### src/rtl/stroke_pkg.sv
// Shared types for the stroke pipeline: pixel/gradient types and the Sobel
// stage state encoding.
package stroke_pkg;
  localparam int PIX_W  = 8;
  localparam int GRAD_W = PIX_W + 3;

  typedef logic [PIX_W-1:0]         pix_t;
  typedef logic signed [GRAD_W-1:0] grad_t;

  typedef enum logic [1:0] {IDLE, FILL, RUN, FLUSH} sobel_state_t;
endpackage

### src/rtl/sobel_line_buffer.sv
// DEPTH-deep delay line: while en is high, dout is the value written DEPTH
// enables ago, and din takes its slot.
module sobel_line_buffer #(
  parameter int DEPTH = 64,
  parameter int WIDTH = 8
) (
  input  logic             clk,
  input  logic             rst,
  input  logic             en,
  input  logic [WIDTH-1:0] din,
  output logic [WIDTH-1:0] dout
);
  localparam int PW = (DEPTH > 1) ? $clog2(DEPTH) : 1;

  logic [WIDTH-1:0] mem [DEPTH];
  logic [PW-1:0]    ptr;

  // Read-before-write on the same slot gives exactly DEPTH enables of delay.
  assign dout = mem[ptr];

  always_ff @(posedge clk or posedge rst) begin
    if (rst) begin
      ptr <= '0;
    end else if (en) begin
      ptr <= (ptr == PW'(DEPTH - 1)) ? '0 : ptr + 1'b1;
    end
  end

  always_ff @(posedge clk) begin
    if (en) begin
      mem[ptr] <= din;
    end
  end
endmodule

### src/rtl/sobel_gradient.sv
// Streaming 3x3 Sobel stage: one registered gx/gy/magnitude sample per input
// pixel in raster order, with an end-of-frame flush of the last IMG_W+1 samples.
module sobel_gradient #(
  parameter int IMG_W = 64,
  parameter int IMG_H = 48,
  parameter int PIX_W = 8,
  localparam int GRAD_W = PIX_W + 3,
  localparam int XW = $clog2(IMG_W),
  localparam int YW = $clog2(IMG_H)
) (
  input  logic                     clk,
  input  logic                     rst,
  input  logic                     i_valid,
  input  logic [PIX_W-1:0]         i_pix,
  output logic                     o_ready,
  output logic                     o_valid,
  output logic signed [GRAD_W-1:0] o_gx,
  output logic signed [GRAD_W-1:0] o_gy,
  output logic [PIX_W-1:0]         o_mag,
  output logic [XW-1:0]            o_x,
  output logic [YW-1:0]            o_y,
  output logic                     o_eof
);
  import stroke_pkg::sobel_state_t;
  import stroke_pkg::IDLE;
  import stroke_pkg::FILL;
  import stroke_pkg::RUN;
  import stroke_pkg::FLUSH;

  localparam int N  = IMG_W * IMG_H;
  localparam int CW = $clog2(N);
  localparam int FW = $clog2(IMG_W + 2);

  sobel_state_t     state;
  logic [CW-1:0]    in_cnt;
  logic [FW-1:0]    fcnt;
  logic [XW-1:0]    out_x;
  logic [YW-1:0]    out_y;
  logic [PIX_W-1:0] mid, top, b0, b1, m0, m1, t0, t1;
  logic             accept, emit, border, last;
  logic [GRAD_W-1:0] right_sum, left_sum, bot_sum, top_sum;
  logic [GRAD_W-1:0] gx_u, gy_u, gx_abs, gy_abs;
  logic [GRAD_W:0]   mag_sum;

  // Handshake: a pixel transfers on a rising edge where i_valid && o_ready;
  // there is no other backpressure and offers while o_ready=0 are dropped.
  assign accept = i_valid && o_ready;
  assign emit   = (state == RUN && accept) || (state == FLUSH && fcnt <= FW'(IMG_W));
  assign border = (out_x == '0) || (out_x == XW'(IMG_W - 1)) ||
                  (out_y == '0) || (out_y == YW'(IMG_H - 1));
  assign last   = (out_x == XW'(IMG_W - 1)) && (out_y == YW'(IMG_H - 1));

  sobel_line_buffer #(.DEPTH(IMG_W), .WIDTH(PIX_W)) u_lb_mid (
    .clk (clk), .rst (rst), .en (accept), .din (i_pix), .dout (mid)
  );

  sobel_line_buffer #(.DEPTH(IMG_W), .WIDTH(PIX_W)) u_lb_top (
    .clk (clk), .rst (rst), .en (accept), .din (mid), .dout (top)
  );

  // Window centred one row and one column behind the incoming pixel:
  // column +1 is (top, mid, i_pix), column 0 is (t0, m0, b0), column -1 is (t1, m1, b1).
  assign right_sum = {3'b0, top} + {2'b0, mid, 1'b0} + {3'b0, i_pix};
  assign left_sum  = {3'b0, t1}  + {2'b0, m1, 1'b0}  + {3'b0, b1};
  assign bot_sum   = {3'b0, b1}  + {2'b0, b0, 1'b0}  + {3'b0, i_pix};
  assign top_sum   = {3'b0, t1}  + {2'b0, t0, 1'b0}  + {3'b0, top};
  assign gx_u      = right_sum - left_sum;
  assign gy_u      = bot_sum - top_sum;
  assign gx_abs    = gx_u[GRAD_W-1] ? -gx_u : gx_u;
  assign gy_abs    = gy_u[GRAD_W-1] ? -gy_u : gy_u;
  assign mag_sum   = {1'b0, gx_abs} + {1'b0, gy_abs};

  always_ff @(posedge clk or posedge rst) begin
    if (rst) begin
      state   <= IDLE;
      o_ready <= 1'b1;
      o_valid <= 1'b0;
      o_eof   <= 1'b0;
      o_gx    <= '0;
      o_gy    <= '0;
      o_mag   <= '0;
      o_x     <= '0;
      o_y     <= '0;
      in_cnt  <= '0;
      fcnt    <= '0;
      out_x   <= '0;
      out_y   <= '0;
      b0 <= '0; b1 <= '0; m0 <= '0; m1 <= '0; t0 <= '0; t1 <= '0;
    end else begin
      o_valid <= 1'b0;
      o_eof   <= 1'b0;

      if (accept) begin
        b0 <= i_pix; b1 <= b0;
        m0 <= mid;   m1 <= m0;
        t0 <= top;   t1 <= t0;
        in_cnt <= (in_cnt == CW'(N - 1)) ? '0 : in_cnt + 1'b1;
      end

      // Border samples are forced to zero so wrapped neighbours never leak out.
      if (emit) begin
        o_valid <= 1'b1;
        o_eof   <= last;
        o_x     <= out_x;
        o_y     <= out_y;
        o_gx    <= border ? '0 : signed'(gx_u);
        o_gy    <= border ? '0 : signed'(gy_u);
        o_mag   <= border ? '0 : PIX_W'(mag_sum >> 3);
        if (out_x == XW'(IMG_W - 1)) begin
          out_x <= '0;
          out_y <= (out_y == YW'(IMG_H - 1)) ? '0 : out_y + 1'b1;
        end else begin
          out_x <= out_x + 1'b1;
        end
      end

      case (state)
        IDLE: if (accept) state <= FILL;
        FILL: if (accept && in_cnt == CW'(IMG_W)) state <= RUN;
        RUN: begin
          if (accept && in_cnt == CW'(N - 1)) begin
            state   <= FLUSH;
            o_ready <= 1'b0;
            fcnt    <= '0;
          end
        end
        FLUSH: begin
          // One idle cycle after the eof sample before accepting the next frame.
          fcnt <= fcnt + 1'b1;
          if (fcnt == FW'(IMG_W + 1)) begin
            state   <= IDLE;
            o_ready <= 1'b1;
          end
        end
        default: state <= IDLE;
      endcase
    end
  end
endmodule
### config.mk
export PLATFORM = sky130hd
export DESIGN_NAME = sobel_gradient
export DESIGN_NICKNAME = d
export VERILOG_FILES = /design/src/rtl/stroke_pkg.sv /design/src/rtl/sobel_line_buffer.sv /design/src/rtl/sobel_gradient.sv
export SDC_FILE = /design/constraint.sdc
export NUM_CORES = 2
export LEC_CHECK = 0
export BUFFER_PORTS_ARGS = -buffer_cell sky130_fd_sc_hd__buf_2
export CELL_PAD_IN_SITES_DETAIL_PLACEMENT = 1
export CELL_PAD_IN_SITES_GLOBAL_PLACEMENT = 2
export CORE_ASPECT_RATIO = 0.8
export CORE_MARGIN = 1
export CORE_UTILIZATION = 48
export CTS_CLUSTER_SIZE = 12
export DETAILED_ROUTE_END_ITERATION = 8
export HOLD_SLACK_MARGIN = 0.15
export PLACE_DENSITY = 0.85
export REMOVE_ABC_BUFFERS = 1
export SLEW_MARGIN = 20
export SYNTH_ARGS = -nofsm -noshare
export SYNTH_HDL_FRONTEND = slang
export SYNTH_SLANG_ARGS = --single-unit
### constraint.sdc
create_clock -name clk -period 10.2 [get_ports clk]
set_input_delay 1.53 -clock clk [delete_from_list [all_inputs] [get_ports clk]]
set_output_delay 1.53 -clock clk [all_outputs]
set_load 0.05 [all_outputs]
-- After elaboration in Yosys (flattened, before gate mapping)
Memories as Yosys holds them, arrays and structs flattened.
Cells that the tools add are included.
- add/subtract/negate cells: 19
- $lt $le $gt $ge: 1
- equality and inequality tests: 14
- muxes and demuxes: 24
- reduce and logical (&&, ||, !) cells: 18
- operator list (operator ; number):
    $add 10x8->11 ; 4
    $mux 11 ; 4
    $add 8x9->10 ; 4
    $add 6x1->6 const B ; 4
    $eq 6x6->1 const B ; 4
    $mux 6 ; 4
    $neg 11->11 ; 2
    $sub 11x11->11 ; 2
    $pmux 7 s2 ; 1
    $add 12x1->12 const B ; 1
    $eq 12x12->1 const B ; 1
    $eq 12x7->1 const B ; 1
    $logic_not 6->1 ; 2
    $mux 12 ; 1
    $add 11x11->11 ; 1
    $mux 2 ; 4
    $mux 8 ; 1
    $pmux 2 s4 ; 1
    $add 7x1->7 const B ; 1
    $eq 7x7->1 const B ; 1
    $le 7x7->1 const B ; 1
    $mux 7 ; 1
    $logic_and 1x1->1 ; 6
    $mux 1 ; 6
    other kinds (11) ; 18
- flip-flop bits (word level): 138
- RAM bits: 1024
- input port bits: 11
- output and inout bits: 45
- word-level logic and storage cells: 99
- memories: 2
- memories (name ; words ; bits a word ; read ports ; clocked after Yosys merged registers in ; write ports ; line ; RTL):
    u_lb_mid.mem ; 64 ; 8 ; 1 ; 0 ; 1 ; sobel_line_buffer.sv:15 ; logic [WIDTH-1:0] mem [DEPTH];
    u_lb_top.mem ; 64 ; 8 ; 1 ; 0 ; 1 ; sobel_line_buffer.sv:15 ;

-- Longest topological paths before layout
An unclocked memory read counts as a cell.
- depth in word-level cells: 8
- mapped depth: 33
- mapped depth without buffers: 29

-- By module
Synthesis repeated with hierarchy kept, for this count alone.
- cell total of the unflattened synthesis: 3524
- area total of the unflattened synthesis: 50090.5 sq um
- modules (own cells, without submodules) (module ; times used ; cells each ; area each (sq um) ; seq. area each (sq um)):
    sobel_line_buffer ; 2 ; 1330 ; 20833.7 ; 15524.9
    sobel_gradient ; 1 ; 864 ; 8423.1 ; 3154.3

-- Worst setup path before layout
Ideal clock, no wire load.
- path kind: register to register
- from: reg u_lb_mid.ptr[1]
- to: reg o_mag[7]
- arrival time: 8.290 ns
- required time: 10.079 ns
- slack: 1.789 ns
- cell stages (with the launch flop): 31
- buffers on the path: 5
- path through: dfrtp_1 -> buf_6 -> buf_6 -> buf_6 -> buf_6 -> mux2_2 -> a22oi_1 -> o221ai_1 -> a21oi_1 -> nand4_1 -> fa_1 -> inv_1 -> fa_1 -> fa_1 -> inv_1 -> ha_1 -> a21o_1 -> a22o_1 -> o41a_1 -> a31o_2 -> clkbuf_1 -> mux2_2 -> ha_1 -> a31o_2 -> a21oi_1 -> o22ai_1 -> o22ai_1 -> o21ai_0 -> xnor2_1 -> xnor2_1 -> a22o_1
- cells in the longest elaborated chain, start to end: 8
- RTL lines (item ; line ; RTL):
    start: declaration ; sobel_line_buffer.sv:16 ; logic [PW-1:0] ptr;
    start signal: assignment ; sobel_line_buffer.sv:25 ; ptr <= (ptr == PW'(DEPTH - 1)) ? '0 : ptr + 1'b1;
    $mem_v2 64x8 (*) ; -- ;
    via mid[3] ; sobel_gradient.sv:39 ; logic [PIX_W-1:0] mid, top, b0, b1, m0, m1, t0, t1;
    $add 8x9->10 (*) ; sobel_gradient.sv:63 ; assign right_sum = {3'b0, top} + {2'b0, mid, 1'b0} + {3'b0, i_pix};
    $add 10x8->11 (*) ; sobel_gradient.sv:63 ;
    $sub 11x11->11 (*) ; sobel_gradient.sv:67 ; assign gx_u = right_sum - left_sum;
    $neg 11->11 ; sobel_gradient.sv:69 ; assign gx_abs = gx_u[GRAD_W-1] ? -gx_u : gx_u;
    $mux 11 (*) ; sobel_gradient.sv:69 ;
    $add 11x11->11 (*) ; sobel_gradient.sv:71 ; assign mag_sum = {1'b0, gx_abs} + {1'b0, gy_abs};
    $mux 8 (*) ; sobel_gradient.sv:108 ; o_mag <= border ? '0 : PIX_W'(mag_sum >> 3);
    end signal: assignment ; sobel_gradient.sv:108 ;
    end: declaration ; sobel_gradient.sv:19 ; output logic [PIX_W-1:0] o_mag,
Mark *: on every way through the listed nets, which the timed path passes. The rest lies on a longest branch.
A chain may end at the register's enable or synchronous reset.

-- Worst setup path in the final report
- from: reg u_lb_top.ptr[0]
- to: reg o_mag[7]
- cells in the longest elaborated chain, start to end: 8
- RTL lines (item ; line):
    start: declaration ; sobel_line_buffer.sv:16
    start signal: assignment ; sobel_line_buffer.sv:25
    $mem_v2 64x8 (*) ; --
    via top[4] ; sobel_gradient.sv:39
    $add 8x9->10 ; sobel_gradient.sv:63
    $add 10x8->11 ; sobel_gradient.sv:63
    $sub 11x11->11 ; sobel_gradient.sv:67
    $neg 11->11 ; sobel_gradient.sv:69
    $mux 11 ; sobel_gradient.sv:69
    $add 11x11->11 (*) ; sobel_gradient.sv:71
    $mux 8 (*) ; sobel_gradient.sv:108
Marked as above.

==> impl_metrics.json <==
{
  "holdBufCountCts": 0,
  "grt_pass1_vias": 30005,
  "rr_worst_depth": 26,
  "status": "finished, final reports clean",
  "post_cts_resized": 0,
  "clk_pin_slew_worst_paths_ns": 0.06,
  "grtUsageTotal_pct": 26.2,
  "htreeDepth": 3,
  "maxCapViolCount": 0,
  "numPortBuffers": 55,
  "initial_core_util_pct": 48.6,
  "worst_slack_ns": 1.09,
  "clockRootBuffer": "clkbuf_16",
  "first_pass_iters": 5,
  "synth-compound-area-share_pct": 8.46,
  "post-place-cells": 4364,
  "hpwl_mm": 86.2,
  "fmax_ghz": 0.110,
  "tightest_slew_ns": 1.17,
  "grt_busiest_layer": "met2",
  "synthToLayoutAreaGrowth_pct": 10.4,
  "num_vias": 28871,
  "drc": 0,
  "synth-edff-count": 1024,
  "gr-total-overflow": 0,
  "synth_top_family_by_area": "multiplexers",
  "met2_usage_pct": 40.7,
  "skew_ns": 0.0600,
  "drive_above_1_share_pct": 15.9,
  "routedWlPerCell_um": 29.7,
  "r2r_slack_ns": 1.09,
  "synth_cell_types": 86,
  "setup_viol_count_final": 0,
  "synth_cells": 3094,
  "slew_headroom_pct": 21.5,
  "ys.warnings.count": 0,
  "min_to": "m1[4]",
  "critPathTopFamily": "compound AO/OA/AOI/OAI gates",
  "reg2reg_from": "u_lb_top.ptr[0]",
  "synthesis.area_sq_mm": 0.0490,
  "min_from": "m0[4]",
  "num_antenna_cells": 0,
  "hold_class": "reg2reg",
  "drtIter0Drc": 3689,
  "crit_type": "reg2reg",
  "die_h_um": 288,
  "drt_wl_total_mm": 136,
  "min_period_ns": 9.11,
  "finish.utilization_pct": 53.6,
  "synthSimpleGateAreaFrac_pct": 5.24,
  "hold_viol_final": 0,
  "grt_antenna_before_repair": 0,
  "crit_required_ns": 10.80,
  "synth_ff_type": "edfxtp_1",
  "avgViaCountPerCell": 6.33,
  "row_count": 104,
  "synthAdderAreaFrac_pct": 3.81,
  "cts_sinks": 1162,
  "grt_first_pass_wirelength_mm": 202,
  "syn_avg_cell_area_sq_um": 15.8,
  "post_cts_buffers": 0,
  "slew_viol_final": 0,
  "clk_latency_ns": 0.73,
  "synthArstFlopShare_pct": 11.9,
  "layout_commonest_cell": "edfxtp_1",
  "coreArea_sq_mm": 0.101,
  "clockBufferDepth": 3,
  "gp_congestion": 0.901,
  "io_pins": 56,
  "hold_depth": 2,
  "cp_max_fo": 53,
  "regToRegEndpoint": "o_mag[7]",
  "die_w_um": 359,
  "cts_tree": "done",
  "cp_slowest_cell": "dfrtp_4",
  "grt_util_met1_pct": 38.5,
  "antenna_left": 0,
  "stdcell_count": 4560,
  "yosys_register_bits": 1162,
  "finalSetupTns_ns": 0,
  "nets": 3278,
  "ys_seq_area_share_pct": 69.8,
  "dieArea_sq_mm": 0.103,
  "cp.buffers_inverters": 3,
  "synth_xor_area_share_pct": 1.00,
  "end_kind": "flop",
  "cts_buffers": 114,
  "min_period_over_period_pct": 89.4,
  "start_kind": "flop",
  "synth.area.mux_share_pct": 8.85,
  "critical_path_arrival_ns": 9.72,
  "cpPeakStageDelay_ns": 0.96,
  "grt_util_met3_pct": 4.86,
  "pre_cts_ws_ns": 1.26,
  "layout_common_cells": "edfxtp_1 (1024), nor2_1 (233), nand2_1 (200)",
  "grt_max_degree": 75,
  "grt_setup_unrepaired": "no"
}
## final cells by class
| type | instances | area, sq um |
|---|---|---|
| Clock buffer | 172 | 3150 |
| Clock inverter | 24 | 280 |
| Fill cell | 9436 | 46800 |
| Inverter | 120 | 455 |
| Multi-Input combinational cell | 1635 | 13500 |
| Sequential cell | 1162 | 34200 |
| Tap cell | 1325 | 1660 |
| Timing Repair Buffer | 122 | 841 |
## state kept, by name (all words and copies together) (netlist names), 7 cells and up
name	cells
in_cnt	12
o_gy	11
b1	8
u_lb_top.mem	512
o_mag	8
m0	8
m1	8
o_gx	11
b0	8
fcnt	7
t0	8
u_lb_mid.mem	512
t1	8
## worst max-delay path by stage
stage                     slack, ns       end  cells past startpoint            start
after floorplan               -1.31  o_mag[7]                     27  u_lb_mid.ptr[1]
after global placement         1.38  o_mag[7]                     26  u_lb_top.ptr[1]
after detailed placement       1.26  o_mag[7]                     28  u_lb_top.ptr[2]
after CTS                      1.18  o_mag[7]                     26  u_lb_top.ptr[0]
after global routing           0.77  o_mag[7]                     28  u_lb_top.ptr[2]
final                          1.09  o_mag[7]                     26  u_lb_top.ptr[0]
## synthesized netlist by cell type (8+ instances only)
| master | count | area, sq um |
|---|---|---|
| a211oi_1 | 12 | 90.1 |
| a21o_1 | 11 | 82.6 |
| a21oi_1 | 109 | 546 |
| a221oi_1 | 71 | 622 |
| a22o_1 | 47 | 412 |
| a22oi_1 | 93 | 698 |
| and2_1 | 11 | 68.8 |
| and3_1 | 12 | 75.1 |
| buf_1 | 11 | 41.3 |
| buf_2 | 55 | 275 |
| buf_4 | 23 | 173 |
| buf_6 | 13 | 146 |
| clkbuf_1 | 75 | 282 |
| dfrtp_1 | 137 | 3430 |
| edfxtp_1 | 1024 | 30700 |
| fa_1 | 62 | 1240 |
| ha_1 | 50 | 626 |
| inv_1 | 117 | 439 |
| mux2_2 | 102 | 1150 |
| mux2i_1 | 99 | 991 |
| mux4_2 | 96 | 2160 |
| nand2_1 | 201 | 754 |
| nand2b_1 | 11 | 68.8 |
| nand3_1 | 21 | 105 |
| nand4_1 | 8 | 50.1 |
| nor2_1 | 235 | 882 |
| nor2b_1 | 18 | 113 |
| nor3_1 | 15 | 75.1 |
| o21ai_0 | 104 | 521 |
| o221ai_1 | 15 | 131 |
| o22ai_1 | 47 | 294 |
| xnor2_1 | 33 | 289 |
| xor2_1 | 23 | 201 |
## kinds of logic after synthesis
group / after synthesis
XOR/XNOR: 56
multiplexers: 299
buffers and inverters: 297
AO/OA/AOI/OAI: 591
adder cells (fa/ha/maj): 112
AND/OR/NAND/NOR: 577
flip-flops: 1162
## layer usage
metal  wire length (um)  vias up
met4               3040        0
li1                   -    12031
met2              62100     1468
met1              58000    15161
met5                  0        -
met3              12500      211
## worst min-delay path: stages, from the launching register on
cell and delay [ns]:
dfrtp_1 0.34, nand2_1 0.05, nand2_1 0.05
## stage by stage
step	area (sq um)	hold slack, ns
floorplan	48100	0.435
CTS	54100	0.477
detailed placement	50600	0.462
global placement	50600	0.446
global route	54100	0.506
finish	54100	0.470
Power is not shown: default switching activity piles up to over one toggle a cycle in this logic, so the estimate is an artifact.
